`config.mk`:
```
export PLATFORM = sky130hd
export DESIGN_NAME = dyt_writeback_arbiter
export DESIGN_NICKNAME = d
export VERILOG_FILES = /design/src/rtl/dyt_pkg.sv /design/src/rtl/dyt_scoreboard.sv /design/src/rtl/dyt_writeback_arbiter.sv
export SDC_FILE = /design/constraint.sdc
export NUM_CORES = 1
export LEC_CHECK = 0
export CORE_AREA = 2 2 96 167
export CTS_CLUSTER_DIAMETER = 200
export DETAILED_ROUTE_END_ITERATION = 10
export DIE_AREA = 0 0 98 169
export MAX_ROUTING_LAYER = met4
export PLACE_DENSITY = 0.7
export REMOVE_ABC_BUFFERS = 1
export SKIP_CTS_REPAIR_TIMING = 1
export SLEW_MARGIN = 20
export SYNTH_ARGS = -nofsm -noshare
export SYNTH_HDL_FRONTEND = slang
export SYNTH_HIERARCHICAL = 1
export SYNTH_SLANG_ARGS = --single-unit
export TNS_END_PERCENT = 5
```
`constraint.sdc`:
```
create_clock -name clk -period 3.2 [get_ports clk]
set_clock_uncertainty 0.05 [all_clocks]
set_input_delay 0.8 -clock clk [delete_from_list [all_inputs] [get_ports clk]]
set_output_delay 0.8 -clock clk [all_outputs]
set_load 0.05 [all_outputs]
```
`src/rtl/dyt_pkg.sv`:
```
// Shared widths, register count and the result-holding record for the writeback path.
package dyt_pkg;

    localparam int ADDR_WIDTH = 4;
    localparam int DATA_WIDTH = 32;
    localparam int NUM_REGS   = 2 ** ADDR_WIDTH;

    typedef struct packed {
        logic                  valid;
        logic [ADDR_WIDTH-1:0] rd;
        logic [DATA_WIDTH-1:0] data;
    } wb_req_t;

    typedef enum logic {
        GNT_ALU = 1'b0,
        GNT_LSU = 1'b1
    } grant_t;

endpackage

```
`src/rtl/dyt_scoreboard.sv`:
```
// Pending-write scoreboard: one busy bit per architectural register, x0 never busy.
module dyt_scoreboard
    import dyt_pkg::*;
(
    input  logic                  clk,
    input  logic                  rst,
    input  logic                  set_en,
    input  logic [ADDR_WIDTH-1:0] set_addr,
    input  logic                  clr_en,
    input  logic [ADDR_WIDTH-1:0] clr_addr,
    input  logic [ADDR_WIDTH-1:0] rd_a_addr,
    input  logic [ADDR_WIDTH-1:0] rd_b_addr,
    output logic                  rd_a_busy,
    output logic                  rd_b_busy
);

    logic [NUM_REGS-1:1] busy_q;
    logic [NUM_REGS-1:0] busy_v;

    // A reservation landing on the same edge as the retiring write must survive it.
    always_ff @(posedge clk or negedge rst) begin
        if (!rst) begin
            busy_q <= '0;
        end else begin
            for (int i = 1; i < NUM_REGS; i++) begin
                if (set_en && set_addr == ADDR_WIDTH'(i))
                    busy_q[i] <= 1'b1;
                else if (clr_en && clr_addr == ADDR_WIDTH'(i))
                    busy_q[i] <= 1'b0;
            end
        end
    end

    assign busy_v    = {busy_q, 1'b0};
    assign rd_a_busy = busy_v[rd_a_addr];
    assign rd_b_busy = busy_v[rd_b_addr];

endmodule

```
`src/rtl/dyt_writeback_arbiter.sv`:
```
// Round-robin ALU/LSU writeback onto the single register-file write port, with hazard scoreboard.
// Optional DYT_WB_BYPASS_EN adds forwarding of the in-flight write to read ports A and B.
module dyt_writeback_arbiter
    import dyt_pkg::*;
#(
    parameter int ADDR_WIDTH = dyt_pkg::ADDR_WIDTH,
    parameter int DATA_WIDTH = dyt_pkg::DATA_WIDTH
) (
    input  logic                  clk,
    input  logic                  rst,
    input  logic                  alu_valid,
    output logic                  alu_ready,
    input  logic [ADDR_WIDTH-1:0] alu_rd,
    input  logic [DATA_WIDTH-1:0] alu_data,
    input  logic                  lsu_valid,
    output logic                  lsu_ready,
    input  logic [ADDR_WIDTH-1:0] lsu_rd,
    input  logic [DATA_WIDTH-1:0] lsu_data,
    input  logic                  iss_valid,
    input  logic [ADDR_WIDTH-1:0] iss_rd,
    input  logic [ADDR_WIDTH-1:0] rs_a_addr,
    input  logic [ADDR_WIDTH-1:0] rs_b_addr,
    output logic                  rs_a_busy,
    output logic                  rs_b_busy,
    output logic                  w_en,
    output logic [ADDR_WIDTH-1:0] w_addr,
    output logic [DATA_WIDTH-1:0] w_data
`ifdef DYT_WB_BYPASS_EN
    ,
    output logic                  rs_a_fwd,
    output logic                  rs_b_fwd,
    output logic [DATA_WIDTH-1:0] rs_a_fwd_data,
    output logic [DATA_WIDTH-1:0] rs_b_fwd_data
`endif
);

    wb_req_t alu_hold_p0;
    wb_req_t lsu_hold_p0;
    grant_t  last_grant;
    logic    grant_alu;
    logic    grant_lsu;
    logic    sb_busy_a;
    logic    sb_busy_b;

    assign grant_alu = alu_hold_p0.valid && (!lsu_hold_p0.valid || last_grant == GNT_LSU);
    assign grant_lsu = lsu_hold_p0.valid && (!alu_hold_p0.valid || last_grant == GNT_ALU);

    assign alu_ready = rst && (!alu_hold_p0.valid || grant_alu);
    assign lsu_ready = rst && (!lsu_hold_p0.valid || grant_lsu);

    // Stage p0: channel holding registers
    always_ff @(posedge clk or negedge rst) begin
        if (!rst) begin
            alu_hold_p0 <= '0;
            lsu_hold_p0 <= '0;
        end else begin
            if (alu_valid && alu_ready)
                alu_hold_p0 <= '{valid: 1'b1, rd: alu_rd, data: alu_data};
            else if (grant_alu)
                alu_hold_p0.valid <= 1'b0;

            if (lsu_valid && lsu_ready)
                lsu_hold_p0 <= '{valid: 1'b1, rd: lsu_rd, data: lsu_data};
            else if (grant_lsu)
                lsu_hold_p0.valid <= 1'b0;
        end
    end

    // Stage p1: arbitration winner drives the write port
    always_ff @(posedge clk or negedge rst) begin
        if (!rst) begin
            w_en       <= 1'b0;
            w_addr     <= '0;
            w_data     <= '0;
            last_grant <= GNT_ALU;
        end else if (grant_lsu) begin
            w_en       <= (lsu_hold_p0.rd != '0);
            w_addr     <= lsu_hold_p0.rd;
            w_data     <= lsu_hold_p0.data;
            last_grant <= GNT_LSU;
        end else if (grant_alu) begin
            w_en       <= (alu_hold_p0.rd != '0);
            w_addr     <= alu_hold_p0.rd;
            w_data     <= alu_hold_p0.data;
            last_grant <= GNT_ALU;
        end else begin
            w_en       <= 1'b0;
        end
    end

    dyt_scoreboard u_scoreboard (
        .clk       (clk),
        .rst       (rst),
        .set_en    (iss_valid && iss_rd != '0),
        .set_addr  (iss_rd),
        .clr_en    (w_en),
        .clr_addr  (w_addr),
        .rd_a_addr (rs_a_addr),
        .rd_b_addr (rs_b_addr),
        .rd_a_busy (sb_busy_a),
        .rd_b_busy (sb_busy_b)
    );

`ifdef DYT_WB_BYPASS_EN
    // The write in flight this cycle satisfies the hazard directly.
    assign rs_a_fwd      = w_en && w_addr == rs_a_addr && rs_a_addr != '0;
    assign rs_b_fwd      = w_en && w_addr == rs_b_addr && rs_b_addr != '0;
    assign rs_a_fwd_data = w_data;
    assign rs_b_fwd_data = w_data;
    assign rs_a_busy     = sb_busy_a && !rs_a_fwd;
    assign rs_b_busy     = sb_busy_b && !rs_b_fwd;
`else
    assign rs_a_busy     = sb_busy_a;
    assign rs_b_busy     = sb_busy_b;
`endif

endmodule
```
==> results.toml <==
[routing]
wl_um = 15500
avgViaCountPerCell = 5.59
dr.pass1.iters = 5
postRouteAntennaNets = 0
avgRoutedWirePerCell_um = 20.5
first_iter_violations = 225
drc = 0
routed-via-count = 4234

[clock_tree]
clock_tree.htree_level_count = 4
cts_made_buffers = 17
cts_tree = "built"
cts_root_buffer = "sky130_fd_sc_hd__clkbuf_16"
clk_path_buf_depth = 2
cts_sinks = 127
path_clk_slew_ns = 0.05
clk_latency_ns = 0.41

[layout]
multi_input_comb_area_um2 = 2530
nFillCells = 1278
drive_above_1_share_pct = 29.8
flow.area_growth_from_synthesis_pct = 35.0
register_area_um2 = 3180
final_nets = 647
antenna_cells = 0
layout.cells.non_filler = 757
fin_util_pct = 52.5

[grt]
track_usage_pct = 19.4
first_global_vias = 4546
global_route.overflow_total = 0
grt_antenna_before_repair = 0
grt_max_degree = 88
wire_length_of_the_first_global_routing_pass_um = 24300

[floorplan]
start_util_pct = 38.9
i_o_pins = 130
chipHeight_um = 169
fp.coreArea_um2 = 15200
rows = 60
design.die.area_um2 = 16600
die_x_um = 98

[critical_path]
timing.critical_path.required_ns = 2.35
worst_ep_arrival_time_ns = 2.18
cp-start-kind = "input port"
max_stage_delay_ns = 0.60
timing.critical_path.to_type = "output port"
timing.setup.critical_path_class = "input port to output port"
setup_slack_on_the_worst_flop_to_flop_path_ns = 1.17
crit_fanout = 6
timing.critical_path.cells = "clkdlybuf4s50_1, mux4_2, o22ai_1, a31oi_1, buf_4"
top_cell_family_by_delay_on_the_critical_path = "buffers and inverters"
critical_path.slowest_cell = "sky130_fd_sc_hd__clkdlybuf4s50_1"
critical_path_buf_inv_count = 2

[yosys]
synth-async-reset-ratio_pct = 100
synth_top_cells_by_area = "sky130_fd_sc_hd__dfrtp_1 (54%), sky130_fd_sc_hd__mux2_2 (8.2%), sky130_fd_sc_hd__mux2_4 (7.6%)"
ys_types = 32
ys_seq_elements = 127
post-synth-top-count-cell = "sky130_fd_sc_hd__dfrtp_1"
mappedNetlistArea_um2 = 5930
syn_avg_cell_area_um2 = 13.9
yosysWarningCount = 6
postSynth.topFlopCell = "sky130_fd_sc_hd__dfrtp_1"
yosys-top-cells-count = "sky130_fd_sc_hd__dfrtp_1 (127), sky130_fd_sc_hd__mux2_2 (43), sky130_fd_sc_hd__a211o_1 (36), sky130_fd_sc_hd__nor2b_1 (36), sky130_fd_sc_hd__o221a_2 (36)"
postSynthCellCount = 427
synth_largest_type_area_fraction_pct = 53.6
synth_top_area_cell = "sky130_fd_sc_hd__dfrtp_1"
synth-edff-count = 0
yosysSeqAreaShare_pct = 53.6

[timing]
drv_slew = 0
fin_worst_hold_slack_ns = 0.131
grt_setup_unrepaired = "false"
worstMarginPinSlew_ns = 0.896
finalSetupViolations = 0
post-route-period-util_pct = 94.8
min_period_ns = 3.03
headroom_to_the_max_slew_limit_pct = 40.1
final_hold_viol_count = 0
fmaxAchievable_mhz = 330
setup_tns_ns = 0

[power]
power_density_nw_per_um2 = 770
totalPowerFinal_mw = 6.16
p_leak_nw = 3.40
max-vdd-ir-drop_uv = 413

[placement]
globalplace.congestion = 0.889
place_hpwl_um = 10600
io_buffer_count = 129
numPlacedInstances = 725

[worst_hold_path]
min_path_type = "input port to asynchronous set/reset pin"

[outcome]
result_of_the_run = "finished clean"

[job]
max_cap_violations = 0
## worst register-to-register path, cell delays in order, from the launching register on
cell and delay [ns]:
sky130_fd_sc_hd__dfrtp_2 0.55, sky130_fd_sc_hd__nand2b_2 0.13, sky130_fd_sc_hd__nand2_1 0.53, sky130_fd_sc_hd__buf_12 0.40, sky130_fd_sc_hd__o221a_2 0.26
## path summary, 6_finish.rpt
kind / from / depth (start not counted) / endpoint
min in group clk: alu_hold_p0[13] / 1 / alu_hold_p0[13]
min: rst / 1 / alu_hold_p0[27]
max reg2reg: lsu_hold_p0[36] / 4 / w_data[9]
max: rs_b_addr[3] / 5 / rs_b_busy
max in group asynchronous: rst / 2 / alu_hold_p0[36]
min reg2reg: alu_hold_p0[13] / 1 / alu_hold_p0[13]
## cell usage in the layout, fill, tap and decap left out, types with 12 or more instances in the layout
| master | count |
|---|---|
| sky130_fd_sc_hd__clkdlybuf4s50_1 | 121 |
| sky130_fd_sc_hd__dfrtp_1 | 125 |
| sky130_fd_sc_hd__o221a_2 | 36 |
| sky130_fd_sc_hd__mux2_2 | 43 |
| sky130_fd_sc_hd__a211o_1 | 36 |
| sky130_fd_sc_hd__nand2_1 | 12 |
| sky130_fd_sc_hd__clkbuf_16 | 17 |
| sky130_fd_sc_hd__nor2b_1 | 36 |
| sky130_fd_sc_hd__mux2_4 | 30 |
| sky130_fd_sc_hd__o21ai_0 | 31 |
## kinds of logic (layout without fill, tap and decap cells)
logic type             Yosys count  after routing  synth area share, %
flip-flops                     127            127                 53.6
AO/OA/AOI/OAI                  110            110                 15.8
AND/OR/NAND/NOR                 74             74                 7.72
multiplexers                    85             85                 19.0
buffers and inverters           31            175                 3.88
## routing by layer
metal / vias to the layer above / GRT usage [%] / wire length (um)
met5: - / - / 0
met3: 31 / 3.26 / 643
li1: 1878 / - / -
met4: 0 / 9.30 / 485
met1: 2172 / 21.3 / 5840
met2: 153 / 34.1 / 8580
## layout make-up
class                           instances  share of cell area, %
Clock buffer                           22                   5.80
Clock inverter                         10                   1.70
Inverter                                2                 0.0938
Multi-Input combinational cell        269                   31.6
Sequential cell                       127                   39.7
Tap cell                              186                   2.91
Timing Repair Buffer                  141                   18.2
## flip-flops by register name, summed over array words and instances (netlist names)
register,cells
alu_hold_p0,37
w_data,32
u_scoreboard/busy_q,15
last_grant,1
w_en,1
lsu_hold_p0,37
w_addr,4
## report_power, final
part	internal, mW	switching (mW)
logic	0.917	0.998
clock network	1.26	0.683
registers	1.99	0.314
total	4.17	1.99
## metrics by stage
| stage | worst slack [ns] | instance area (um^2) |
|---|---|---|
| 2_1_floorplan | -0.478 | 5710 |
| 3_3_place_gp | -0.0187 | 7390 |
| 3_5_place_dp | -0.101 | 7390 |
| 4_1_cts | -0.102 | 7990 |
| 5_1_grt | 0.131 | 8000 |
| 6_report | 0.167 | 8000 |
(Power assumes the default switching activity.)
